`src/rtl/multi_sync_debounce.sv`:
```
// Multi-channel async input synchronizer with per-channel debounce filter,
// registered rise/fall event pulses and per-channel stable flags.
module multi_sync_debounce #(
  parameter int               WIDTH        = 4,
  parameter int               DEPTH        = 2,
  parameter int               STABLE_COUNT = 4,
  parameter logic [WIDTH-1:0] RESET_VAL    = '0
) (
  input  logic             clk,
  input  logic             reset,
  input  logic [WIDTH-1:0] din,
  output logic [WIDTH-1:0] dout,
  output logic [WIDTH-1:0] rise,
  output logic [WIDTH-1:0] fall,
  output logic [WIDTH-1:0] stable,
  output logic             all_stable
);

  localparam int SYNC_DEPTH = (DEPTH < 2) ? 2 : DEPTH;
  localparam int NZ_COUNT   = (STABLE_COUNT < 1) ? 1 : STABLE_COUNT;
  localparam int CW         = $clog2(NZ_COUNT + 1);
  localparam logic [CW-1:0] LAST = CW'(NZ_COUNT - 1);

  logic [SYNC_DEPTH-1:0][WIDTH-1:0] sync_q, sync_d;
  logic [WIDTH-1:0][CW-1:0]         cnt_q, cnt_d;
  logic [WIDTH-1:0] dout_q, dout_d;
  logic [WIDTH-1:0] rise_q, rise_d;
  logic [WIDTH-1:0] fall_q, fall_d;
  logic [WIDTH-1:0] stable_q, stable_d;
  logic [WIDTH-1:0] s;

  // Stage 0 captures din; the last stage feeds the filter.
  assign sync_d = {sync_q[SYNC_DEPTH-2:0], din};
  assign s      = sync_q[SYNC_DEPTH-1];

  always_comb begin
    cnt_d    = cnt_q;
    dout_d   = dout_q;
    rise_d   = '0;
    fall_d   = '0;
    stable_d = '0;
    for (int i = 0; i < WIDTH; i++) begin
      if (s[i] == dout_q[i]) begin
        cnt_d[i]    = '0;
        stable_d[i] = 1'b1;
      end else if (cnt_q[i] == LAST) begin
        dout_d[i] = s[i];
        cnt_d[i]  = '0;
        rise_d[i] = s[i];
        fall_d[i] = ~s[i];
      end else begin
        cnt_d[i] = cnt_q[i] + CW'(1);
      end
    end
  end

  always_ff @(posedge clk) begin
    if (reset) begin
      sync_q   <= {SYNC_DEPTH{RESET_VAL}};
      cnt_q    <= '0;
      dout_q   <= RESET_VAL;
      rise_q   <= '0;
      fall_q   <= '0;
      stable_q <= '0;
    end else begin
      sync_q   <= sync_d;
      cnt_q    <= cnt_d;
      dout_q   <= dout_d;
      rise_q   <= rise_d;
      fall_q   <= fall_d;
      stable_q <= stable_d;
    end
  end

  assign dout       = dout_q;
  assign rise       = rise_q;
  assign fall       = fall_q;
  assign stable     = stable_q;
  assign all_stable = &stable_q;

endmodule

```
`config.mk`:
```
export PLATFORM = sky130hd
export DESIGN_NAME = multi_sync_debounce
export DESIGN_NICKNAME = d
export VERILOG_FILES = /design/src/rtl/multi_sync_debounce.sv
export SDC_FILE = /design/constraint.sdc
export NUM_CORES = 1
export LEC_CHECK = 0
export BUFFER_PORTS_ARGS = -buffer_cell sky130_fd_sc_hd__buf_2
export CORE_AREA = 2 2 51 53
export DETAILED_ROUTE_END_ITERATION = 16
export DIE_AREA = 0 0 53 55
export MAX_ROUTING_LAYER = met4
export PLACE_DENSITY_LB_ADDON = 0.3
export SLEW_MARGIN = 30
export SYNTH_ARGS = -nofsm -noshare
export SYNTH_HDL_FRONTEND = slang
export SYNTH_SLANG_ARGS = --single-unit
```
`constraint.sdc`:
```
create_clock -name clk -period 2.45 [get_ports clk]
set_input_delay 0.3675 -clock clk [delete_from_list [all_inputs] [get_ports clk]]
set_output_delay 0.3675 -clock clk [all_outputs]
set_load 0.01 [all_outputs]
```
==> impl_metrics.toml, run 1 <==
[yosys]
syn_nets = 111
ys_types = 15
syn_avg_cell_area_um2 = 13.0
postSynthCellCount = 97
yosys_warnings = 0
synthesis.area_um2 = 1260
ys_seq_area_share_pct = 57.0
synth_seq_cells = 36

[pwr]
max-vdd-ir-drop_uv = 522
p_per_area_nw_per_um2 = 669
p_leak_nw = 0.615
power_uw = 960

[critical_path]
rr_endpoint = "fall[0]"
worstPathRequired_ns = 2.08
path_cells = "and4_1 -> buf_2"
cpPeakStageDelay_ns = 0.35
crit_buf_inv = 1
reg2reg_depth = 3
cp_top_family = "flip-flops"
r2r_start = "cnt_q[0]"
end_kind = "output port"
cp.depth = 2
cp_slowest_cell = "dfxtp_1"
startpoint = "stable[1]"
crit_fanout = 2
crit_type = "register to output port"
critPathArrivalTime_ns = 0.98
startpoint_type = "register"
r2r_slack_ns = 1.26

[route]
top_layer_used = "met4"
final_antenna_net_count = 0
wl_met3_um = 113
drtIter0Drc = 2
wl_met2_um = 731
dr.pass1.iters = 3
wl_mm = 1.68
vias_per_cell = 4.99
vias = 763
wl_met1_um = 781
post_drt_wl_per_cell_um = 11.0
drc = 0

[floorplan]
dieArea_um2 = 2920
core_um2 = 2360
ios = 23
die_h_um = 55
start_util_pct = 53.5
fp.dieW_um = 53
rows = 18

[place]
hpwl_mm = 1.18
place_area_um2 = 1370
numPortBuffers = 22
pre_cts_ws_ns = 1.19
gp_congestion = 0.704

[outcome]
outcome = "finished clean"

[sta]
fin_crit_sh_pct = 54.9
final-setup-viol-count = 0
relSlewSlack_pct = 61.7
hold_violations = 0
tns_ns = 0
maxSlewViolCount = 0
tightest_slew_ns = 0.574
finClkSkew_ns = 0.00935
maxClockFrequency_ghz = 0.744
setup_slack_ns = 1.11
grt_setup_unrepaired = "no"
fin_crit_ns = 1.34

[global_routing]
grt_pass1_vias = 699
grt_max_degree = 37
antenna_found_initial = 0
grt_pass1_wl_mm = 2.89
grt_use_total_pct = 14.7
grt-ovfl-total = 0

[clock_network]
cts_hold_buffers = 0
cts_setup_buffers = 0
cts-htree-levels = 2
cts_buffer_depth = 2
clk_latency_ns = 0.33
cts_resized = 0
cts_tree = "built"
cts_root_buf = "clkbuf_4"
cts_inserted_buffers = 5
clk_pin_slew_ns = 0.11
cts_sinks = 36

[hold_path]
min_to = "sync_d[6]"
hp-class = "input pin to register"
worstHoldStart = "din[2]"
whs_path_depth = 2

[layout]
design_area_um2 = 1440
nNetsFinal = 136
final_cell_mix = "dfxtp_1, buf_2, nor4_1, ha_1"
layout-drive-gt1-share_pct = 33.3
utilization_pct = 60.7
syn2layout_area_growth_pct = 13.5
final_common_cell = "dfxtp_1"
antennaDiodeCount = 0

[flow_run]
cap_viol_max_count = 0
==> stage by stage <==
step | cells | hold slack (ns)
2_1_floorplan | 97 | 0.405
3_3_place_gp | 145 | 0.414
3_5_place_dp | 145 | 0.419
4_1_cts | 153 | 0.218
5_1_grt | 153 | 0.219
6_report | 153 | 0.239
==> power breakdown <==
group          total [mW]  internal [mW]  switching (mW)
Sequential          0.604          0.598         0.00646
Combinational      0.0355         0.0172          0.0182
Clock               0.320          0.137           0.184
Total               0.960          0.751           0.208
==> synth_stat cells, drive strengths merged <==
cell	n	area (um^2)
nor4b	4	60.1
and4bb	7	87.6
nor2b	5	31.3
and2b	7	52.6
nor4bb	1	10.0
and4	1	8.76
nor4	8	50.1
dfxtp	36	721
ha	8	100
nor2	4	15.0
mux2i	4	40.0
xnor2	4	35.0
inv	4	15.0
buf	4	38.8
==> layout make-up <==
type | instances | area (um^2)
flip-flops and latches | 36 | 721
clock inverters | 2 | 10.0
clock buffers | 6 | 51.3
repair buffers | 22 | 110
multi-input cells | 53 | 490
fillers | 209 | 930
well taps | 30 | 37.5
inverters | 4 | 15.0
==> logic make-up (layout without fill, tap and decap cells) <==
family | Yosys count | count (layout) | synth area share, %
XOR/XNOR | 4 | 4 | 2.77
multiplexers | 4 | 4 | 3.17
AND/OR/NAND/NOR | 37 | 37 | 24.9
adder cells (fa/ha/maj) | 8 | 8 | 7.91
buffers and inverters | 8 | 34 | 4.25
flip-flops | 36 | 36 | 57.0
==> worst max path at each step <==
stage / endpoint / slack, ns
finish: all_stable / 1.11
global route: all_stable / 1.02
CTS: all_stable / 1.07
detailed placement: rise[2] / 1.19
global placement: rise[3] / 1.23
floorplan: rise[0] / 1.39
==> metal layers <==
metal / global-route usage (%) / vias up
met2: 23.1 / 24
met5: - / -
met1: 15.3 / 337
met4: 8.97 / 0
li1: - / 395
met3: 6.45 / 7
==> registers in the layout, indices dropped and copies added (netlist names) <==
| register | flops |
|---|---|
| sync_d | 4 |
| dout | 4 |
| stable | 4 |
| s | 4 |
| fall | 4 |
| rise | 4 |
| cnt_q | 12 |
(Power assumes the default switching activity.)
==> run 2: changes to the inputs <==
Settings changed: ABC_AREA set to 1, CORE_AREA 2 2 51 53 to 2 2 52 54, DIE_AREA 0 0 53 55 to 0 0 54 56.
Clock period 2.45 ns to 1.3 ns, I/O delays scaled along.
==> impl_metrics.toml, run 2 <==
[sta]
tns_ns = 0
final-setup-viol-count = 0
hold_violations = 0
maxSlewViolCount = 0
tightest_slew_ns = 0.203
fin_crit_ns = 1.14
finClkSkew_ns = 0.00356
fin_crit_sh_pct = 87.7
grt_setup_unrepaired = "no"
maxClockFrequency_ghz = 0.877
relSlewSlack_pct = 86.4

[yosys]
synth_flop_cell = "dfxtp_1"
postSynthCellCount = 138
syn_avg_cell_area_um2 = 8.87
synth_top_area_share_pct = 58.9
ys_seq_area_share_pct = 58.9
synth_area_leaders = "dfxtp_1, nor2_1, ha_1"
yosysMostFrequentCell = "dfxtp_1"
ys_types = 13
yosys_warnings = 0
synth_seq_cells = 36
synth-edff-count = 0
synth_area_leader_cell = "dfxtp_1"
async_reset_ff_share_pct = 0
synthesis.area_um2 = 1220
syn_nets = 152
yosys-top-cells-count = "dfxtp_1, nor2_1, inv_1"

[flow_run]
cap_viol_max_count = 0

[route]
wl_mm = 1.85
drtIter0Drc = 17
vias = 880
dr.pass1.iters = 3
drc = 0
final_antenna_net_count = 0
post_drt_wl_per_cell_um = 9.43
vias_per_cell = 4.49

[critical_path]
rr_endpoint = "cnt_q[0]"
crit_fanout = 2
crit_type = "register to output port"
r2r_slack_ns = 0.19
startpoint_type = "register"
critPathArrivalTime_ns = 0.94
r2r_start = "cnt_q[0]"
reg2reg_depth = 5
worstPathRequired_ns = 1.11
end_kind = "output port"

[clock_network]
clk_latency_ns = 0.33
cts-htree-levels = 2
cts_inserted_buffers = 5
cts_buffer_depth = 2
cts_tree = "built"
cts_setup_buffers = 0
cts_root_buf = "clkbuf_4"
cts_sinks = 36
cts_resized = 0
cts_hold_buffers = 0
clk_pin_slew_ns = 0.10

[global_routing]
grt-busiest-layer = "met2"
grt_pass1_wl_mm = 3.11
grt_pass1_vias = 799
grt_use_total_pct = 14.6
grt-ovfl-total = 0
gr-usage-met1_pct = 14.7
antenna_found_initial = 0
use_met2_pct = 22.8
met3_usage_pct = 5.65
grt_max_degree = 12

[floorplan]
fp.dieW_um = 54
core_um2 = 2430
rows = 18
die_h_um = 56
start_util_pct = 50.3
dieArea_um2 = 3020
ios = 23

[place]
numPortBuffers = 22
hpwl_mm = 1.38
gp_congestion = 0.708
dp_cells = 189

[layout]
layout-drive-gt1-share_pct = 21.7
syn2layout_area_growth_pct = 16.2
nNetsFinal = 180
regMostFlops = "cnt_q"
final_cell_mix = "dfxtp_1, nor2_1, inv_1, buf_2, nand2_1"
final_common_cell = "dfxtp_1"
final_cells = 196
largest_reg_flops = 12
antennaDiodeCount = 0

[pwr]
p_leak_nw = 0.666
max-vdd-ir-drop_uv = 857
p_per_area_nw_per_um2 = 1310

[hold_path]
hp-class = "input pin to register"
whs_path_depth = 3
min_to = "sync_d[5]"
worstHoldStart = "din[1]"

[outcome]
outcome = "finished clean"
## run 2: cell count changes in the layout (fill, tap and decap cells not counted), sizes merged, moves of 2 or more
cell | previous run | this run
nor2 | 4 | 36
inv | 4 | 26
nand2 | 0 | 22
nor4 | 8 | 0
and2b | 7 | 0
and4bb | 7 | 0
nor2b | 5 | 0
mux2i | 4 | 0
nor4b | 4 | 0
xnor2 | 4 | 0
a211oi | 0 | 3
a21oi | 0 | 2
clkinv | 2 | 0
nor3 | 0 | 2
## run 2: where the power goes
part / switching [mW] / internal (mW)
Clock: 0.343 / 0.307
Combinational: 0.0431 / 0.0278
Sequential: 0.0106 / 1.13
## run 2: per-layer routing
metal | vias up | wire length (um)
met4 | 0 | 57
met3 | 7 | 110
met1 | 384 | 798
met2 | 20 | 883
li1 | 469 | -
met5 | - | 0
## run 2: cells by family after synthesis
| family | after synthesis | synth area share [%] |
|---|---|---|
| compound gates | 5 | 2.66 |
| flops | 36 | 58.9 |
| buf+inv | 28 | 9.82 |
| simple gates | 61 | 20.5 |
| fa+ha+maj | 8 | 8.18 |
## run 2: area by class of cell
class                           count  area [um^2]
Fill cell                         228         1010
Clock buffer                        7         65.1
Tap cell                           30         37.5
Sequential cell                    36          721
Multi-Input combinational cell     74          383
Timing Repair Buffer               23          118
Inverter                           26         97.6
## run 2: worst max-delay path, cell delays in order, from the launching register on
cell	delay [ns]
dfxtp_1	0.34
nand2_1	0.05
nor2_1	0.09
buf_2	0.13
## run 2: stage by stage
stage | setup slack, ns | hold WS (ns) | util (%) | power [mW] | cell area (um^2)
floorplan | 0.299 | 0.302 | - | 1.21 | 1220
global placement | 0.236 | 0.390 | 55.8 | 1.23 | 1360
detailed placement | 0.215 | 0.393 | 55.8 | 1.23 | 1360
CTS | 0.146 | 0.0432 | 58.4 | 1.88 | 1420
global route | 0.0694 | 0.0456 | 58.4 | 1.93 | 1420
finish | 0.160 | 0.0543 | 58.4 | 1.86 | 1420
## run 2: worst max path at each step
stage                     startpoint         end  slack [ns]  cells past startpoint
after global placement      cnt_q[0]    cnt_q[2]        0.24                      5
final                      stable[0]  all_stable        0.16                      3
after detailed placement    cnt_q[0]    cnt_q[0]        0.22                      5
after global routing       stable[0]  all_stable        0.07                      3
after floorplan             cnt_q[0]    cnt_q[0]        0.30                      5
after CTS                  stable[1]  all_stable        0.15                      3
